File: src/rtl/vco_sar_cal.sv
// Successive-approximation calibration of the VCO control-DAC code.
// Each step settles, counts divided-VCO ticks over a fixed window, then keeps or drops one bit.
module vco_sar_cal #(
    parameter int unsigned N_DAC      = 6,
    parameter int unsigned CNT_W      = 12,
    parameter int unsigned WIN_CYC    = 256,
    parameter int unsigned SETTLE_CYC = 16,
    parameter int unsigned TOL        = 2
) (
    input  logic             clk,
    input  logic             rstn,
    input  logic             start,
    input  logic [CNT_W-1:0] target,
    input  logic             vco_tick,
    output logic [N_DAC-1:0] dac_code,
    output logic             busy,
    output logic             done,
    output logic             locked,
    output logic             ovf,
    output logic [CNT_W-1:0] meas_cnt
);

    localparam int unsigned MaxCyc = (WIN_CYC > SETTLE_CYC) ? WIN_CYC : SETTLE_CYC;
    localparam int unsigned TmrW   = (MaxCyc > 1) ? $clog2(MaxCyc) : 1;
    localparam int unsigned KW     = (N_DAC > 1) ? $clog2(N_DAC) : 1;
    localparam logic [N_DAC-1:0] MidCode = N_DAC'(1) << (N_DAC - 1);

    typedef enum logic [2:0] {
        StIdle, StSettle, StMeasure, StDecide,
        StFinalSettle, StFinalMeasure, StFinalDecide, StDone
    } state_e;

    state_e           state_q, state_d;
    logic [N_DAC-1:0] code_q, code_d;
    logic [KW-1:0]    k_q, k_d;
    logic [CNT_W-1:0] tgt_q, tgt_d;
    logic [CNT_W-1:0] cnt_q, cnt_d;
    logic             sat_q, sat_d;
    logic [TmrW-1:0]  tmr_q, tmr_d;
    logic [CNT_W-1:0] meas_q, meas_d;
    logic             busy_q, busy_d;
    logic             done_q, done_d;
    logic             locked_q, locked_d;
    logic             ovf_q, ovf_d;
    logic [CNT_W-1:0] diff;

    assign diff = (cnt_q >= tgt_q) ? (cnt_q - tgt_q) : (tgt_q - cnt_q);

    always_comb begin
        state_d  = state_q;
        code_d   = code_q;
        k_d      = k_q;
        tgt_d    = tgt_q;
        cnt_d    = cnt_q;
        sat_d    = sat_q;
        tmr_d    = tmr_q;
        meas_d   = meas_q;
        busy_d   = busy_q;
        done_d   = done_q;
        locked_d = locked_q;
        ovf_d    = ovf_q;
        unique case (state_q)
            StIdle, StDone: begin
                if (start) begin
                    tgt_d    = target;
                    k_d      = KW'(N_DAC - 1);
                    code_d   = MidCode;
                    done_d   = 1'b0;
                    locked_d = 1'b0;
                    ovf_d    = 1'b0;
                    busy_d   = 1'b1;
                    tmr_d    = '0;
                    state_d  = StSettle;
                end
            end
            StSettle, StFinalSettle: begin
                // Counter is held clear for the whole settle period.
                cnt_d = '0;
                sat_d = 1'b0;
                tmr_d = tmr_q + 1'b1;
                if (tmr_q == TmrW'(SETTLE_CYC - 1)) begin
                    tmr_d   = '0;
                    state_d = (state_q == StSettle) ? StMeasure : StFinalMeasure;
                end
            end
            StMeasure, StFinalMeasure: begin
                if (vco_tick) begin
                    if (cnt_q == '1) sat_d = 1'b1;
                    else             cnt_d = cnt_q + 1'b1;
                end
                tmr_d = tmr_q + 1'b1;
                if (tmr_q == TmrW'(WIN_CYC - 1)) begin
                    tmr_d   = '0;
                    state_d = (state_q == StMeasure) ? StDecide : StFinalDecide;
                end
            end
            StDecide: begin
                meas_d = cnt_q;
                if (cnt_q > tgt_q) code_d[k_q] = 1'b0;
                if (k_q != '0) begin
                    k_d              = k_q - 1'b1;
                    code_d[k_q-1'b1] = 1'b1;
                    state_d          = StSettle;
                end else begin
                    state_d = StFinalSettle;
                end
            end
            StFinalDecide: begin
                meas_d   = cnt_q;
                locked_d = (diff <= CNT_W'(TOL));
                ovf_d    = sat_q;
                busy_d   = 1'b0;
                done_d   = 1'b1;
                state_d  = StDone;
            end
            default: state_d = StIdle;
        endcase
    end

    always_ff @(posedge clk) begin
        if (!rstn) begin
            state_q  <= StIdle;
            code_q   <= MidCode;
            k_q      <= '0;
            tgt_q    <= '0;
            cnt_q    <= '0;
            sat_q    <= 1'b0;
            tmr_q    <= '0;
            meas_q   <= '0;
            busy_q   <= 1'b0;
            done_q   <= 1'b0;
            locked_q <= 1'b0;
            ovf_q    <= 1'b0;
        end else begin
            state_q  <= state_d;
            code_q   <= code_d;
            k_q      <= k_d;
            tgt_q    <= tgt_d;
            cnt_q    <= cnt_d;
            sat_q    <= sat_d;
            tmr_q    <= tmr_d;
            meas_q   <= meas_d;
            busy_q   <= busy_d;
            done_q   <= done_d;
            locked_q <= locked_d;
            ovf_q    <= ovf_d;
        end
    end

    assign dac_code = code_q;
    assign busy     = busy_q;
    assign done     = done_q;
    assign locked   = locked_q;
    assign ovf      = ovf_q;
    assign meas_cnt = meas_q;

endmodule

File: config.mk
export PLATFORM = sky130hd
export DESIGN_NAME = vco_sar_cal
export DESIGN_NICKNAME = d
export VERILOG_FILES = /design/src/rtl/vco_sar_cal.sv
export SDC_FILE = /design/constraint.sdc
export NUM_CORES = 1
export LEC_CHECK = 0
export CORE_UTILIZATION = 45
export DETAILED_ROUTE_END_ITERATION = 6
export PLACE_DENSITY = 0.72
export SYNTH_ARGS = -nofsm -noshare
export SYNTH_HDL_FRONTEND = slang
export SYNTH_SLANG_ARGS = --single-unit
File: constraint.sdc
create_clock -name clk -period 2.4 [get_ports clk]
set_input_delay 0.36 -clock clk [delete_from_list [all_inputs] [get_ports clk]]
set_output_delay 0.36 -clock clk [all_outputs]
set_load 0.02 [all_outputs]
**Word level (Yosys, flattened, before mapping)**

Index checks and enable logic that the tools add are counted.

- Magnitude comparators: 7
- Multiplexer cells: 36
- Bitwise gates (word level): 3
- Reductions and logical operators: 20
- Equality and inequality tests: 17
- $add $sub $neg: 5

Operator list:

| cell | count |
|---|---|
| 12-bit 2-to-1 mux | 3 |
| 3-bit 2-to-1 mux | 8 |
| 6-bit 2-to-1 mux | 4 |
| 8-bit 2-to-1 mux | 3 |
| 12-bit case mux with 2 select lines | 1 |
| 8-bit case mux with 3 select lines | 1 |
| 12-bit subtractor | 2 |
| 3-bit case mux with 5 select lines | 1 |
| 2-bit inequality test (second input constant) | 7 |
| 12-bit by 1-bit adder with 12-bit output (second input constant) | 1 |
| 12-bit == test (second input constant) | 1 |
| 3-bit == test (second input constant) | 4 |
| 12-bit greater-or-equal comparator | 1 |
| 12-bit > comparator | 1 |
| 12-bit by 2-bit <= comparator with 1-bit output (second input constant) | 1 |
| 6-bit case mux with 2 select lines | 1 |
| 3-bit AND reduction | 4 |
| 1-bit case mux with 2 select lines | 5 |
| 8-bit by 1-bit adder with 8-bit output (second input constant) | 1 |
| 8-bit by 4-bit == test with 1-bit output (second input constant) | 1 |
| 8-bit == test (second input constant) | 1 |
| 3-bit by 4-bit < comparator with 1-bit output (second input constant) | 2 |
| 2-bit AND reduction | 4 |
| 2-bit OR reduction | 4 |
| other kinds (14) | 26 |

- Register bits: 61
- Output and inout bits: 22
- Input port bits: 16
- Word-level logic and storage cells: 100

**Longest topological paths before layout**

- Depth after elaboration: 11
- Gate-level depth with buffers: 11
- Depth with buffers taken out: 11

**Least setup slack after synthesis**

No wires, ideal clock.

- Kind: reg-to-reg
- Start point: register cnt_q[0]
- End point: register locked_q, in the netlist locked
- Library setup time: 0.119 ns
- Period minus slack after synthesis: 2.218 ns
- Arrival: 2.099 ns
- Stages on the path, launching flop included: 11
- Path slack: 0.182 ns
- Data required time: 2.281 ns
- Path buffers: 0
- Path through: dfxtp_1 > ha_1 > inv_1 > fa_1 > and3_1 > o21ai_1 > a21oi_1 > o31a_1 > o2111a_1 > nand4_1 > a21oi_1

- Longest elaborated chain between the ends: 4
- Elaborated cells on any way between the ends: 6
- Those cells by class: add/sub: 2; order compare: 2; mux: 2

RTL lines:

| item | RTL line | RTL |
|---|---|---|
| start, declared | 37 | `logic [CNT_W-1:0] cnt_q, cnt_d;` |
| start signal, assigned | 139 | `cnt_q <= cnt_d;` |
| 12-bit subtractor or 12-bit greater-or-equal comparator (tied branches) | 47 | `assign diff = (cnt_q >= tgt_q) ? (cnt_q - tgt_q) : (tgt_q - cnt_q);` |
| 12-bit 2-to-1 mux (*) | 47 |  |
| 12-bit by 2-bit <= comparator with 1-bit output (*) | 110 | `locked_d = (diff <= CNT_W'(TOL));` |
| 1-bit case mux with 2 select lines (*) | 62 | `unique case (state_q)` |
| end signal, assigned | 145 | `locked_q <= locked_d;` |
| end, declared | 43 | `logic locked_q, locked_d;` |

Every way passes the cells marked *; elsewhere a longest branch is shown, timed or not.
A chain may end at the register's enable or synchronous reset.

**Final worst setup path**

- Start point: register tgt_q[5]
- End point: register code_q[1], in the netlist dac_code[1]

- Longest elaborated chain between the ends: 6

RTL lines:

| item | RTL line | RTL |
|---|---|---|
| start, declared | 36 | `logic [CNT_W-1:0] tgt_q, tgt_d;` |
| start signal, assigned | 138 | `tgt_q <= tgt_d;` |
| 12-bit > comparator (*) | 99 | `if (cnt_q > tgt_q) code_d[k_q] = 1'b0;` |
| 6-bit 2-to-1 mux (*) | 99 |  |
| 6-bit 2-to-1 mux (*) | 62 |  |
| 6-bit bitwise OR (no source line) | n/a |  |
| 6-bit 2-to-1 mux (*) | 100 | `if (k_q != '0) begin` |
| 6-bit case mux with 2 select lines (*) | 62 |  |
| end signal, assigned | 123 | `code_q <= MidCode;` |
| end signal, assigned | 136 | `code_q <= code_d;` |
| end, declared | 34 | `logic [N_DAC-1:0] code_q, code_d;` |

Every way passes the cells marked *; elsewhere a longest branch is shown, timed or not. The select of a mux whose other input is x is not followed.

==> out/metrics.csv <==
stage,metric,value,unit
status,status,"complete, no violations",
worst_setup_path,crit_fanout,7,
timing,min_period,2.25,ns
worst_setup_path,rrSetupSlack,0.15,ns
yosys,ys_ff_latch,61,
timing,drv_slew,0,
yosys,synth_nets,579,
yosys,synth_warnings,0,
clock_network,cts_hold_buf,0,
power_and_ir_drop,intPower,0.00246,W
yosys,synth-xor-area-share,0.0478,
yosys,synth_simple_gate_area_frac,0.258,
yosys,synth_top_area_share,0.303,
grt,grt_pass1_vias,3711,
die,dieArea,9340,sq um
clock_network,root_buffer,clkbuf_8,
yosys,synth_top_cells_by_count,"nand2_1 (77), a21oi_1 (68), dfxtp_1 (61)",
final_layout,fill_cells,796,
grt,grt_first_pass_wirelength,17700,um
worst_setup_path,crit_path_frequent_cell,o21a_1,
yosys,synth_top_family_by_area,simple AND/OR/NAND/NOR gates,
worst_setup_path,critPathCaptureType,flip-flop,
yosys,synthDistinctLibCells,63,
die,start_util,0.464,
yosys,synth_compound_area_frac,0.217,
die,die_h,96.6,um
final_layout,final_area,4920,sq um
timing,fin_ws,0.149,ns
final_layout,regArea,1220,sq um
routing,wl_per_cell,15.4,um
power_and_ir_drop,ir_drop,0.000760,V
power_and_ir_drop,p_per_area,840,nW/um^2
clock_network,clk_latency,0.35,ns
yosys,synthFlopType,dfxtp_1,
routing,ant_nets,0,
power_and_ir_drop,combPwrFrac,0.466,
placed_design,io_buffer_count,37,
worst_setup_path,r2r_end,dac_code[1],
power_and_ir_drop,power_leakage,1.90,nW
final_layout,num_antenna_cells,0,
placed_design,dp_slack,-0.0193,ns
worst_setup_path,reg2reg_depth,9,
yosys,synth_mux_area_frac,0.0124,
die,io_pins,38,
worst_setup_path,r2r_start,tgt_q[5],
worst_setup_path,startpoint_type,flip-flop,
die,core-area,8680,sq um
timing,skew,0.0113,ns
power_and_ir_drop,p_seq_frac,0.296,
routing,via_per_inst,5.65,
die,die_width,96.6,um
grt,antenna_found_initial,0,
power_and_ir_drop,switching_share,0.405,
worst_setup_path,crit_start,tgt_q[5],
power_and_ir_drop,clockPowerShare,0.238,
timing,clock.fmax,444,MHz
timing,setup_viol,0,
yosys,postSynthCellCount,534,
routing,wl,10700,um
yosys,postSynth.asyncResetShare,0,
final_layout,area_growth,22.2,%
final_layout,layout-drive-gt1-share,0.122,
clock_network,cts_made_buffers,9,
clock_network,h-tree-depth,3,
job,cap_violations,0,
grt,grt.total_usage,0.235,
worst_setup_path,cp-endpoint,dac_code[1],
yosys,synthTopCellsByArea,"dfxtp_1 (30%), a21oi_1 (8.4%), ha_1 (8.4%)",
placed_design,gp_congestion,0.926,
clock_network,ctsLongestPathBuffers,2,
min_path,hold_class,flip-flop to flip-flop,
worst_setup_path,crit_arrival,2.50,ns
yosys,syn_area_per_cell,7.54,sq um
timing,hold_viol_final,0,
die,rows,34,
yosys,seq_area_frac_synth,0.303,
worst_setup_path,path_cells,"inv_1, ha_1, nand4_1, a21oi_2, o21a_1, o21ai_1, nor3_1, a21oi_1, o21a_1",
yosys,synth_area,4030,sq um
routing,via_count,3934,
timing,worstMarginPinSlew,0.453,ns
worst_setup_path,critPathSlowestCell,ha_1,
timing,min_period_over_period,0.938,
grt,grt_max_degree,22,
clock_network,cts_sinks,61,
worst_setup_path,cp_slowest_stage_delay,0.40,ns
yosys,synth-edff-count,0,
placed_design,post-dp-hpwl,8110,um
yosys,synthAdderAreaFrac,0.0938,
final_layout,final_util,0.567,
final_layout,fin_nets,628,
power_and_ir_drop,p_total,0.00414,W
final_layout,multiInputGateArea,2620,sq um
yosys,yosys.cell_count.top_type,nand2_1,
routing,drtPass1Iterations,4,
grt,overflow,0,
clock_network,cts_tree,built,
clock_network,clkTransAtPathRegs,0.07,ns
yosys,yosysTopAreaCell,dfxtp_1,
routing,drc_errors,0,
routing,drt_iter0_drc,222,
power_and_ir_drop,switchingPower,0.00167,W
worst_setup_path,path_class,flip-flop to flip-flop,
placed_design,placed_cell_area,4620,sq um
timing,slew_headroom,0.698,
worst_setup_path,cp_data_required_time,2.65,ns
[critical path: cells and delay by family, from the launching register on]
kind,cells,cell delay (ns)
flops,1,0.38
compound gates,5,0.79
simple gates,2,0.52
fa+ha+maj,1,0.40
buf+inv,1,0.06
[timing repair]
| item | in CTS | in global routing |
|---|---|---|
| setup buffers | 0 | 1 |
| endpoints found under the setup margin | 1 | 3 |
| resized for setup | 1 | 18 |
| pin swaps | 0 | 5 |
[metal layers]
metal / vias to the layer above / global-route usage / part of all wire
met5: - / 0 / 0
met4: 0 / 0.0999 / 0.030
met3: 31 / 0.0520 / 0.040
met2: 88 / 0.394 / 0.48
met1: 1864 / 0.289 / 0.45
li1: 1951 / - / -
[power by group through the flow]
stage	clock network (W)	registers [W]	logic, W
after floorplan	0	0.00119	0.00143
after global placement	0	0.00124	0.00182
after detailed placement	0	0.00125	0.00183
after CTS	0.00101	0.00122	0.00184
after global routing	0.00106	0.00124	0.00213
final	0.000983	0.00122	0.00193
[how the worst min path moves through the flow]
stage,start,to,slack [ns],cells after the start
final,meas_cnt[8],meas_cnt[8],0.45,2
after global routing,meas_cnt[4],meas_cnt[4],0.48,2
after CTS,meas_cnt[8],meas_cnt[8],0.45,2
after detailed placement,meas_cnt[8],meas_cnt[8],0.44,2
after global placement,meas_cnt[9],meas_cnt[9],0.44,2
after floorplan,tgt_q[11],tgt_q[11],0.44,2
[layout by cell type (no fill, tap or decap), types with 4 or more instances in the layout]
cell type        synthesis  final
o21a_1                   4      4
inv_1                   41     41
xor2_1                   5      5
a211oi_1                 5      5
clkdlybuf4s50_1          0     37
nand2b_1                 5      5
and3_1                   5      5
nand4_1                 12     12
nor2_1                  47     47
nor2b_1                  4      4
and2_1                   7      7
dfxtp_1                 61     61
xnor2_1                 17     17
mux2i_1                  5      5
nor3_1                  14     14
a31oi_1                  4      4
o21ai_0                 15     15
clkbuf_8                 0     12
a21oi_1                 68     64
o21ai_1                  7      5
o31ai_1                  9      9
ha_1                    27     22
nand3_1                 12     11
or3_1                    6      6
buf_4                    1     28
nand2_1                 77     77
[metrics by stage]
| step | std cells | hold slack [ns] | setup TNS [ns] |
|---|---|---|---|
| detailed placement | 679 | 0.443 | -0.0193 |
| global route | 696 | 0.483 | -0.0660 |
| CTS | 695 | 0.453 | 0 |
| global placement | 679 | 0.438 | 0 |
| finish | 696 | 0.449 | 0 |
| floorplan | 534 | 0.436 | 0 |
[sequential cells by signal, indices dropped and copies added (netlist names)]
name and flops:
state_q 3, cnt_q 12, meas_cnt 12, tgt_q 12
k_q 3, ovf 1, tmr_q 8, dac_code 6
sat_q 1, done 1, busy 1, locked 1
[cell families (layout without fill, tap and decap cells)]
kind of cell	count (synthesis)	count (layout)
buffers and inverters	68	122
adder cells (fa/ha/maj)	29	29
AND/OR/NAND/NOR	211	211
multiplexers	5	5
AO/OA/AOI/OAI	138	138
XOR/XNOR	22	22
flip-flops	61	61
[area by class of cell]
class                   count  share of cell area
clock buffers              13              0.0343
clock inverters             3             0.00864
inverters                  41              0.0313
multi-input cells         405               0.532
flip-flops and latches     61               0.248
well taps                 108              0.0275
repair buffers             65               0.118
Power figures use the tool's default switching activity.
